### config.mk
export PLATFORM = sky130hd
export DESIGN_NAME = mutex_grant_arbiter
export DESIGN_NICKNAME = d
export VERILOG_FILES = /design/src/rtl/mutex_arb_pkg.sv /design/src/rtl/rr_pick.sv /design/src/rtl/mutex_grant_arbiter.sv
export SDC_FILE = /design/constraint.sdc
export NUM_CORES = 1
export LEC_CHECK = 0
export ABC_AREA = 1
export CORE_MARGIN = 2
export CORE_UTILIZATION = 50
export DETAILED_ROUTE_END_ITERATION = 12
export DONT_BUFFER_PORTS = 1
export PLACE_DENSITY = 0.66
export SYNTH_ARGS = -nofsm -noshare
export SYNTH_HDL_FRONTEND = slang
export SYNTH_SLANG_ARGS = --single-unit
### constraint.sdc
create_clock -name clk -period 1.9 [get_ports clk]
set_clock_uncertainty 0.1 [all_clocks]
set_input_delay 0.38 -clock clk [delete_from_list [all_inputs] [get_ports clk]]
set_output_delay 0.38 -clock clk [all_outputs]
set_load 0.005 [all_outputs]
### src/rtl/mutex_arb_pkg.sv
// Shared types and reset constants for the round-robin mutual-exclusion arbiter.
package mutex_arb_pkg;

    typedef enum logic [1:0] {
        IDLE  = 2'd0,
        GRANT = 2'd1,
        GAP   = 2'd2
    } arb_state_e;

    localparam arb_state_e ST_RST     = IDLE;
    localparam int         RR_PTR_RST = 0;

endpackage

### src/rtl/rr_pick.sv
// Combinational round-robin picker: first eligible index at or above i_ptr, wrapping.
module rr_pick #(
    parameter int N_REQ = 2,
    parameter int IDW   = $clog2(N_REQ)
) (
    input  logic [N_REQ-1:0] i_elig,
    input  logic [IDW-1:0]   i_ptr,
    output logic             o_found,
    output logic [IDW-1:0]   o_idx
);

    localparam int SW = IDW + 1;

    logic [N_REQ-1:0] w_rot;
    logic [IDW-1:0]   w_pos;
    logic [SW-1:0]    w_sum;

    // Rotating right by i_ptr puts rr_ptr at bit 0, so the lowest set bit wins.
    assign w_rot = N_REQ'({i_elig, i_elig} >> i_ptr);

    always_comb begin
        o_found = 1'b0;
        w_pos   = '0;
        for (int i = N_REQ - 1; i >= 0; i--) begin
            if (w_rot[i]) begin
                o_found = 1'b1;
                w_pos   = IDW'(i);
            end
        end
    end

    always_comb begin
        w_sum = {1'b0, w_pos} + {1'b0, i_ptr};
        if (w_sum >= SW'(N_REQ))
            w_sum = w_sum - SW'(N_REQ);
        o_idx = w_sum[IDW-1:0];
    end

endmodule

### src/rtl/mutex_grant_arbiter.sv
// Round-robin single-owner arbiter with break-before-make gap, hold limit and forced revoke.
module mutex_grant_arbiter
    import mutex_arb_pkg::*;
#(
    parameter int N_REQ      = 2,
    parameter int MAX_HOLD   = 16,
    parameter int GAP_CYCLES = 1
) (
    input  logic                     clk,
    input  logic                     rst,
    input  logic [N_REQ-1:0]         req,
    output logic [N_REQ-1:0]         gnt,
    output logic [$clog2(N_REQ)-1:0] gnt_id,
    output logic                     busy,
    output logic                     timeout_err
);

    localparam int IDW = $clog2(N_REQ);
    localparam int HCW = (MAX_HOLD > 0) ? $clog2(MAX_HOLD + 1) : 1;
    localparam int GCW = $clog2(GAP_CYCLES + 1);

    localparam logic [HCW-1:0] HOLD_LIM = HCW'(MAX_HOLD);
    localparam logic [HCW-1:0] HOLD_SAT = '1;
    localparam logic [GCW-1:0] GAP_LAST = GCW'(GAP_CYCLES - 1);
    localparam logic [IDW-1:0] LAST_ID  = IDW'(N_REQ - 1);

    arb_state_e       r_state, w_nxt_state;
    logic [IDW-1:0]   r_rr_ptr, w_nxt_ptr;
    logic [N_REQ-1:0] r_blocked, w_nxt_blk;
    logic [HCW-1:0]   r_hold_cnt, w_nxt_hold;
    logic [GCW-1:0]   r_gap_cnt, w_nxt_gap;
    logic [N_REQ-1:0] r_gnt, w_nxt_gnt;
    logic [IDW-1:0]   r_gnt_id, w_nxt_id;
    logic             r_busy;
    logic             r_timeout, w_nxt_to;

    logic             w_arb;
    logic             w_found;
    logic [IDW-1:0]   w_pick;
    logic [IDW-1:0]   w_own_nxt;
    logic             w_hold_hit;

    rr_pick #(
        .N_REQ (N_REQ),
        .IDW   (IDW)
    ) u_pick (
        .i_elig  (req & ~r_blocked),
        .i_ptr   (r_rr_ptr),
        .o_found (w_found),
        .o_idx   (w_pick)
    );

    assign w_own_nxt  = (r_gnt_id == LAST_ID) ? '0 : r_gnt_id + IDW'(1);
    assign w_hold_hit = (MAX_HOLD != 0) && (r_hold_cnt == HOLD_LIM);

    always_comb begin
        w_nxt_state = r_state;
        w_nxt_ptr   = r_rr_ptr;
        w_nxt_blk   = r_blocked & req;
        w_nxt_hold  = r_hold_cnt;
        w_nxt_gap   = r_gap_cnt;
        w_nxt_gnt   = r_gnt;
        w_nxt_id    = r_gnt_id;
        w_nxt_to    = 1'b0;
        w_arb       = 1'b0;

        case (r_state)
            IDLE: w_arb = 1'b1;
            GRANT: begin
                if (req[r_gnt_id] && !w_hold_hit) begin
                    if (r_hold_cnt != HOLD_SAT)
                        w_nxt_hold = r_hold_cnt + HCW'(1);
                end else begin
                    w_nxt_gnt   = '0;
                    w_nxt_ptr   = w_own_nxt;
                    w_nxt_gap   = '0;
                    w_nxt_state = GAP;
                    // A drop on the limit cycle is an ordinary release, not a revoke.
                    if (req[r_gnt_id]) begin
                        w_nxt_to            = 1'b1;
                        w_nxt_blk[r_gnt_id] = 1'b1;
                    end
                end
            end
            GAP: begin
                // The last gap cycle arbitrates so gnt is low for exactly GAP_CYCLES cycles.
                if (r_gap_cnt == GAP_LAST) begin
                    w_arb       = 1'b1;
                    w_nxt_state = IDLE;
                end else begin
                    w_nxt_gap = r_gap_cnt + GCW'(1);
                end
            end
            default: w_nxt_state = IDLE;
        endcase

        if (w_arb && w_found) begin
            w_nxt_gnt   = N_REQ'(1) << w_pick;
            w_nxt_id    = w_pick;
            w_nxt_hold  = HCW'(1);
            w_nxt_state = GRANT;
        end
    end

    always_ff @(posedge clk or posedge rst) begin
        if (rst) begin
            r_state    <= ST_RST;
            r_rr_ptr   <= IDW'(RR_PTR_RST);
            r_blocked  <= '0;
            r_hold_cnt <= '0;
            r_gap_cnt  <= '0;
            r_gnt      <= '0;
            r_gnt_id   <= '0;
            r_busy     <= 1'b0;
            r_timeout  <= 1'b0;
        end else begin
            r_state    <= w_nxt_state;
            r_rr_ptr   <= w_nxt_ptr;
            r_blocked  <= w_nxt_blk;
            r_hold_cnt <= w_nxt_hold;
            r_gap_cnt  <= w_nxt_gap;
            r_gnt      <= w_nxt_gnt;
            r_gnt_id   <= w_nxt_id;
            r_busy     <= |w_nxt_gnt;
            r_timeout  <= w_nxt_to;
        end
    end

    assign gnt         = r_gnt;
    assign gnt_id      = r_gnt_id;
    assign busy        = r_busy;
    assign timeout_err = r_timeout;

    always @(posedge clk) begin
        if (!rst) begin
            assert ($onehot0(r_gnt));
            assert (r_busy == |r_gnt);
            assert (r_gnt == '0 || r_state == GRANT);
        end
    end

endmodule

==> results of run 1 <==
## repair_timing
| action | 4_1_cts | 5_1_grt |
|---|---|---|
| endpoints found under the hold margin | 15 | 0 |
| setup buffers | 0 | 0 |
| hold buffers | 1 | 0 |
## final timing paths
kind	startpoint	end	slack (ns)	cells past startpoint
worst max-delay path	r_hold_cnt[0]$_DFFE_PP0P_	r_hold_cnt[2]$_DFFE_PP0P_	0.18	7
worst min-delay path	req[1]	r_blocked[1]$_DFF_PP0_	0.14	2
worst max register to register	r_hold_cnt[0]$_DFFE_PP0P_	r_hold_cnt[2]$_DFFE_PP0P_	0.18	7
worst min register to register	r_rr_ptr$_DFFE_PP0P_	r_rr_ptr$_DFFE_PP0P_	0.39	2
max in group asynchronous	rst	gnt[1]$_DFF_PP0_	0.83	2
min in group asynchronous	rst	gnt[0]$_DFF_PP0_	0.49	2
## state kept, by name, indices dropped and copies added (netlist names)
name	cells
r_rr_ptr	1
r_blocked	2
gnt_id	1
r_hold_cnt	5
gnt	2
timeout_err	1
busy	1
r_state	2
## logic make-up (layout without fill, tap and decap cells)
group / count (synthesis) / after routing / synth area share [%]
AO/OA/AOI/OAI: 9 / 9 / 8.32
adder cells (fa/ha/maj): 3 / 3 / 4.46
XOR/XNOR: 1 / 1 / 1.04
flip-flops: 15 / 15 / 44.6
buffers and inverters: 13 / 18 / 6.09
AND/OR/NAND/NOR: 56 / 56 / 35.5
## where the power goes
| part | switching (mW) | internal (mW) | total [mW] |
|---|---|---|---|
| Combinational | 0.420 | 0.240 | 0.661 |
| Clock | 0.0978 | 0.0814 | 0.179 |
| Sequential | 0.116 | 0.436 | 0.552 |
| Total | 0.634 | 0.758 | 1.39 |
## per-layer routing
| metal | routed length, um | vias up | GRT usage [%] |
|---|---|---|---|
| li1 | - | 319 | - |
| met1 | 753 | 286 | 24.6 |
| met2 | 652 | 8 | 28.6 |
| met3 | 32 | 4 | 3.60 |
| met4 | 33 | 0 | 10.6 |
| met5 | 0 | - | 0 |
## cell usage in the layout, fill, tap and decap left out, drive strengths merged
cell type	instances
a21oi	3
o21a	1
and3	1
a21boi	1
dfrtp	15
nor2	7
o21ai	3
nand3	8
dlygate4sd3	1
clkbuf	4
nand4	1
inv	13
nand2	37
nor3	1
o22ai	1
nor3b	1
ha	3
xnor2	1
## cell type report
type,count,area (sq um),share of cell area [%]
multi-input combinational,69,415,46.2
clock buffer,4,26.3,2.92
tap,16,20.0,2.23
timing repair buffer,1,10.0,1.11
inverter,13,51.3,5.71
sequential,15,375,41.8
## worst register-to-register path: cells and delay by family, from the launching register on
kind,cells,cell delay (ns)
compound gates,1,0.22
simple gates,4,0.38
fa+ha+maj,2,0.48
flops,1,0.44
## through the flow
step / hold WS, ns / total power, mW / instance area, sq um / setup slack (ns) / util, %
final: 0.141 / 1.39 / 898 / 0.182 / 58.3
after floorplan: 0.181 / 1.10 / 842 / 0.293 / -
after global routing: 0.129 / 1.53 / 898 / 0.0742 / 58.3
after detailed placement: 0.263 / 1.22 / 862 / 0.189 / 55.9
after CTS: 0.136 / 1.41 / 898 / 0.178 / 58.3
after global placement: 0.254 / 1.21 / 862 / 0.249 / 55.9
==> results.md, run 1 <==
- Outcome: complete, no violations
- Post-CTS sizing: 0
- Synth async-reset ratio: 100%
- Sum Neg Setup Slack: 0 ns
- Slew @ Worst Pin: 0.581 ns
- DRC errors left: 0
- Crit start category: register
- Synth top area cells: dfrtp_1, nand2_1, nand2_4, nand3_1, ha_1
- Primary FF master, synth: dfrtp_1
- Commonest cells in the netlist: nand2_1, dfrtp_1, inv_1, nand3_1
- Crit Path Max Fanout: 6
- Power Dens Cells: 1550 nW/um^2
- Tmin final: 1.72 ns
- Antenna-violating nets left: 0
- #FFs+latches synth: 15
- Post-Synthesis Mean Instance Area: 8.68 sq um
- Area leader, netlist: dfrtp_1
- CP endpoint kind: register
- Initial core utilization: 54.6%
- Slowest cell on crit path: dfrtp_1
- Slew margin rel.: 61.2%
- Post-synth EDFFs: 0
- Clock sink total: 15
- RD Place Congestion: 0.824
- DIE HEIGHT: 45.0 um
- Layout Nets: 110
- Reg clk slew, reported paths: 0.09 ns
- Tcrit/Tclk final: 90.4%
- Final Max Slew Viols: 0
- Clock buffer depth: 2
- TritonCTS Buffers: 3
- FP Rows: 14
- Yosys top cell area share: between 40 and 50%
- Layout cell share with drive strength beyond 1: 20.6%
- Endpoints failing hold: 0
- Vias: 617
- Crit-path cells: ha_1, and3_1, ha_1, o21ai_4, nand2_4, nand2_1, nand2_1
- Largest net degree at the start of global routing: 16
- Avg WL per Cell: 12.5 um
- Vias in the first global route: 631
- IO buf count: 0
- Most used standard cell by instance count after synthesis: nand2_1
- Inst Count DP: approximately 110
- Layout Cells excl Fill: 118
- Initial DRC Count: 18
- Sequential-to-total area share from yosys stat: 44.6%
- CTS tree: built
- Vias per Instance: 5.23
- Max-cap violations: 0
- YS warnings: 0
- Top-Level Pins: 9
- P&R area growth vs syn: 6.69%
- Die width: around 45 um
- Max Clk Rate: 582 MHz
- Final setup viols: 0
- Mapped Area: between 800 and 900 sq um
- H-tree Lvls: 1
- Root buf cell: clkbuf_4
- Worst Path Buf+Inv: 0
- Global-route wire length before repair: approximately 2700 um
- Worst hold path class: in -> reg
- Cells after Synth: slightly below 100
- DRT Pass-1 Iters: 4
- Grt ovf: 0
- Static leakage: between 0.4 and 0.5 nW
- CP Data Arrival Time: 1.79 ns
- Fill cells: around 140
- RSZ-0062 raised after global routing: no
- Crit path kind: reg -> reg
- Overall die area: 2030 sq um
- Placed wire-length estimate: 1130 um
- CP delay by family, top: adder cells
- Core area: 1540 sq um
- Diodes inserted: 0
- CP required: 1.97 ns
- Initial antenna violation count: 0
- Final WL: approximately 1500 um
- Netlist cell types: 24
- Worst skew pair latency: 0.28 ns
- Total track usage: 18.7%
- Max incr delay on CP: 0.44 ns
- Worst vdd ir: 0.646 mV
- Synthesized Nets: 104
(Power assumes the default switching activity.)
==> run 2, diff against run 1 <==
- SLEW_MARGIN: not set -> 25
==> results of run 2 <==
The final DEF is identical to that of run 1; final timing and power are the same.
==> run 3, diff against run 2 <==
- CORE_MARGIN: 2 -> not set
==> run 3 against run 2 <==
Hold slack lost 0.0020 ns. Via count shrank 0.81%. Final area unchanged. Clock power is essentially flat. Register-to-register slack is essentially flat. Core utilization stayed put. Critical path depth stayed put. Count of clock-buffer cells in the layout is the same. Flip-flop and latch count unchanged. Non-clock buffer count stayed put. Global-route usage down 0.098 points. Largest cell class unchanged. Highest routed layer unchanged.
==> results.md, run 3 (synthesized netlist as in run 1, its figures left out) <==
- Power Dens Cells: 1550 nW/um^2 (+0.32%)
- CP Data Arrival Time: 1.80 ns (about the same)
- Grt ovf: 0 (unchanged)
- Tcrit/Tclk final: 90.9% (+0.43 points)
- Die width: 43.0 um (-4.4%)
- Worst hold path class: in -> reg
- Antenna-violating nets left: 0 (unchanged)
- Final Max Slew Viols: 0 (unchanged)
- Top-Level Pins: 9 (unchanged)
- Max reg flops: 5 (unchanged)
- CP required: 1.98 ns (about the same)
- Overall die area: 1850 sq um (-8.7%)
- Outcome: complete, no violations
- DIE HEIGHT: 43.0 um (-4.4%)
- Reg-to-reg slack, setup: 0.17 ns (about the same)
- Core area: 1540 sq um (unchanged)
- Most common cell after layout, fill and taps aside: nand2_1
- Vias per Instance: 5.19 (-0.81%)
- Sum Neg Setup Slack: 0 ns (unchanged)
- Max incr delay on CP: 0.44 ns (about the same)
- Most frequent cells in the layout: nand2_1, dfrtp_1, inv_1
- Max-cap violations: 0 (unchanged)
- Initial antenna violation count: 0 (unchanged)
- Vias: 612 (-0.81%)
- Worst vdd ir: 0.653 mV (+1.0%)
- TritonCTS Buffers: 3 (unchanged)
- Crit-path cells: ha_1, and3_1, ha_1, o21ai_4, nand2_4, nand2_1, nand2_1
- Slew margin rel.: 62.0% (+0.76 points)
- Clock buffer depth: 2 (unchanged)
- Tmin final: 1.73 ns (+0.00816 ns)
- DRC errors left: 0 (unchanged)
- Layout Nets: 110 (unchanged)
- Total track usage: 18.6% (-0.098 points)
- Slowest cell on crit path: dfrtp_1
- Diodes inserted: 0 (unchanged)
- Worst skew pair latency: 0.28 ns (about the same)
- RSZ-0062 raised after global routing: no
- CP endpoint kind: register
- Placed wire-length estimate: 1040 um (-8.0%)
- IO buf count: 0 (unchanged)
- Initial DRC Count: 16 (-2)
- Top reg by flops: r_hold_cnt
- Static leakage: 0.479 nW (unchanged)
- Avg WL per Cell: 11.9 um (-4.6%)
- Crit path kind: reg -> reg
- DRT Pass-1 Iters: 6 (+2)
- Initial core utilization: 54.6% (unchanged)
- Final setup viols: 0 (unchanged)
- Global-route wire length before repair: 2540 um (-4.7%)
- Vias in the first global route: 615 (-2.5%)
- P&R area growth vs syn: 6.69% (unchanged)
- Slew @ Worst Pin: 0.570 ns (-0.0114 ns)
- Reg clk slew, reported paths: 0.09 ns (about the same)
- H-tree Lvls: 1 (unchanged)
- FP Rows: 14 (unchanged)
- Largest net degree at the start of global routing: 16 (unchanged)
- Crit Path Max Fanout: 6 (unchanged)
- Layout cell share with drive strength beyond 1: 20.6% (unchanged)
- CTS tree: built
- Final WL: 1400 um (-4.6%)
- Core Util, Final: 58.3% (unchanged)
- Post-CTS sizing: 0 (unchanged)
- Crit start category: register
- Endpoints failing hold: 0 (unchanged)
- RD Place Congestion: 0.823 (-0.18%)
- Root buf cell: clkbuf_4
- Clock sink total: 15 (unchanged)
- Max Clk Rate: 579 MHz (-0.47%)
## run 3: cell counts in the layout (fill, tap and decap cells not counted)
No cell type changed its count.
## run 3: critical path: cells and delay by family (launching register included)
| kind | cells | cell delay [ns] |
|---|---|---|
| AOI/OAI and AO/OA | 1 | 0.22 |
| adders and majority gates | 2 | 0.47 |
| DFF | 1 | 0.44 |
| and+or+nand+nor | 4 | 0.39 |
## run 3: what timing repair did
| item | 4_1_cts | 5_1_grt |
|---|---|---|
| hold endpoints to repair | 15 | 0 |
| setup buffers | 0 | 0 |
| endpoints found under the setup margin | 0 | 0 |
| hold buffers | 1 | 0 |
## run 3: layout make-up
| class | count | area, sq um |
|---|---|---|
| sequential | 15 | 375 |
| tap | 16 | 20.0 |
| clock buffer | 4 | 26.3 |
| inverter | 13 | 51.3 |
| fill | 140 | 643 |
| timing repair buffer | 1 | 10.0 |
| multi-input combinational | 69 | 415 |
## run 3: layer usage
| metal | global-route usage [%] | part of all wire [%] |
|---|---|---|
| met5 | 0 | 0 |
| met4 | 9.09 | 1.1 |
| met3 | 4.26 | 2.9 |
| met2 | 26.4 | 43 |
| met1 | 26.5 | 53 |
## run 3: path summary, 6_finish.rpt
check                                             to  depth (start not counted)                 startpoint
setup / recovery           r_hold_cnt[0]$_DFFE_PP0P_                          7  r_hold_cnt[0]$_DFFE_PP0P_
hold / removal                r_blocked[0]$_DFF_PP0_                          1                     req[0]
setup reg to reg           r_hold_cnt[0]$_DFFE_PP0P_                          7  r_hold_cnt[0]$_DFFE_PP0P_
hold reg to reg                 r_rr_ptr$_DFFE_PP0P_                          2       r_rr_ptr$_DFFE_PP0P_
max in group asynchronous     r_state[0]$_DFFE_PP0P_                          2                        rst
min in group asynchronous           gnt[0]$_DFF_PP0_                          2                        rst
## run 3: per-stage QoR
stage / instances / hold WS (ns) / setup slack [ns] / power (mW) / cell area [sq um]
finish: 118 / 0.139 / 0.174 / 1.40 / 898
global route: 118 / 0.119 / 0.0769 / 1.52 / 898
CTS: 118 / 0.133 / 0.187 / 1.41 / 898
detailed placement: 113 / 0.259 / 0.199 / 1.22 / 862
global placement: 113 / 0.253 / 0.235 / 1.21 / 862
floorplan: 97 / 0.181 / 0.293 / 1.10 / 842
## run 3: power by group
part           total, mW  leakage, nW  internal [mW]  switching, mW
Combinational      0.662        0.272          0.240          0.422
Sequential         0.552        0.191          0.436          0.115
Clock              0.182       0.0150         0.0815          0.100
Total               1.40        0.479          0.758          0.638
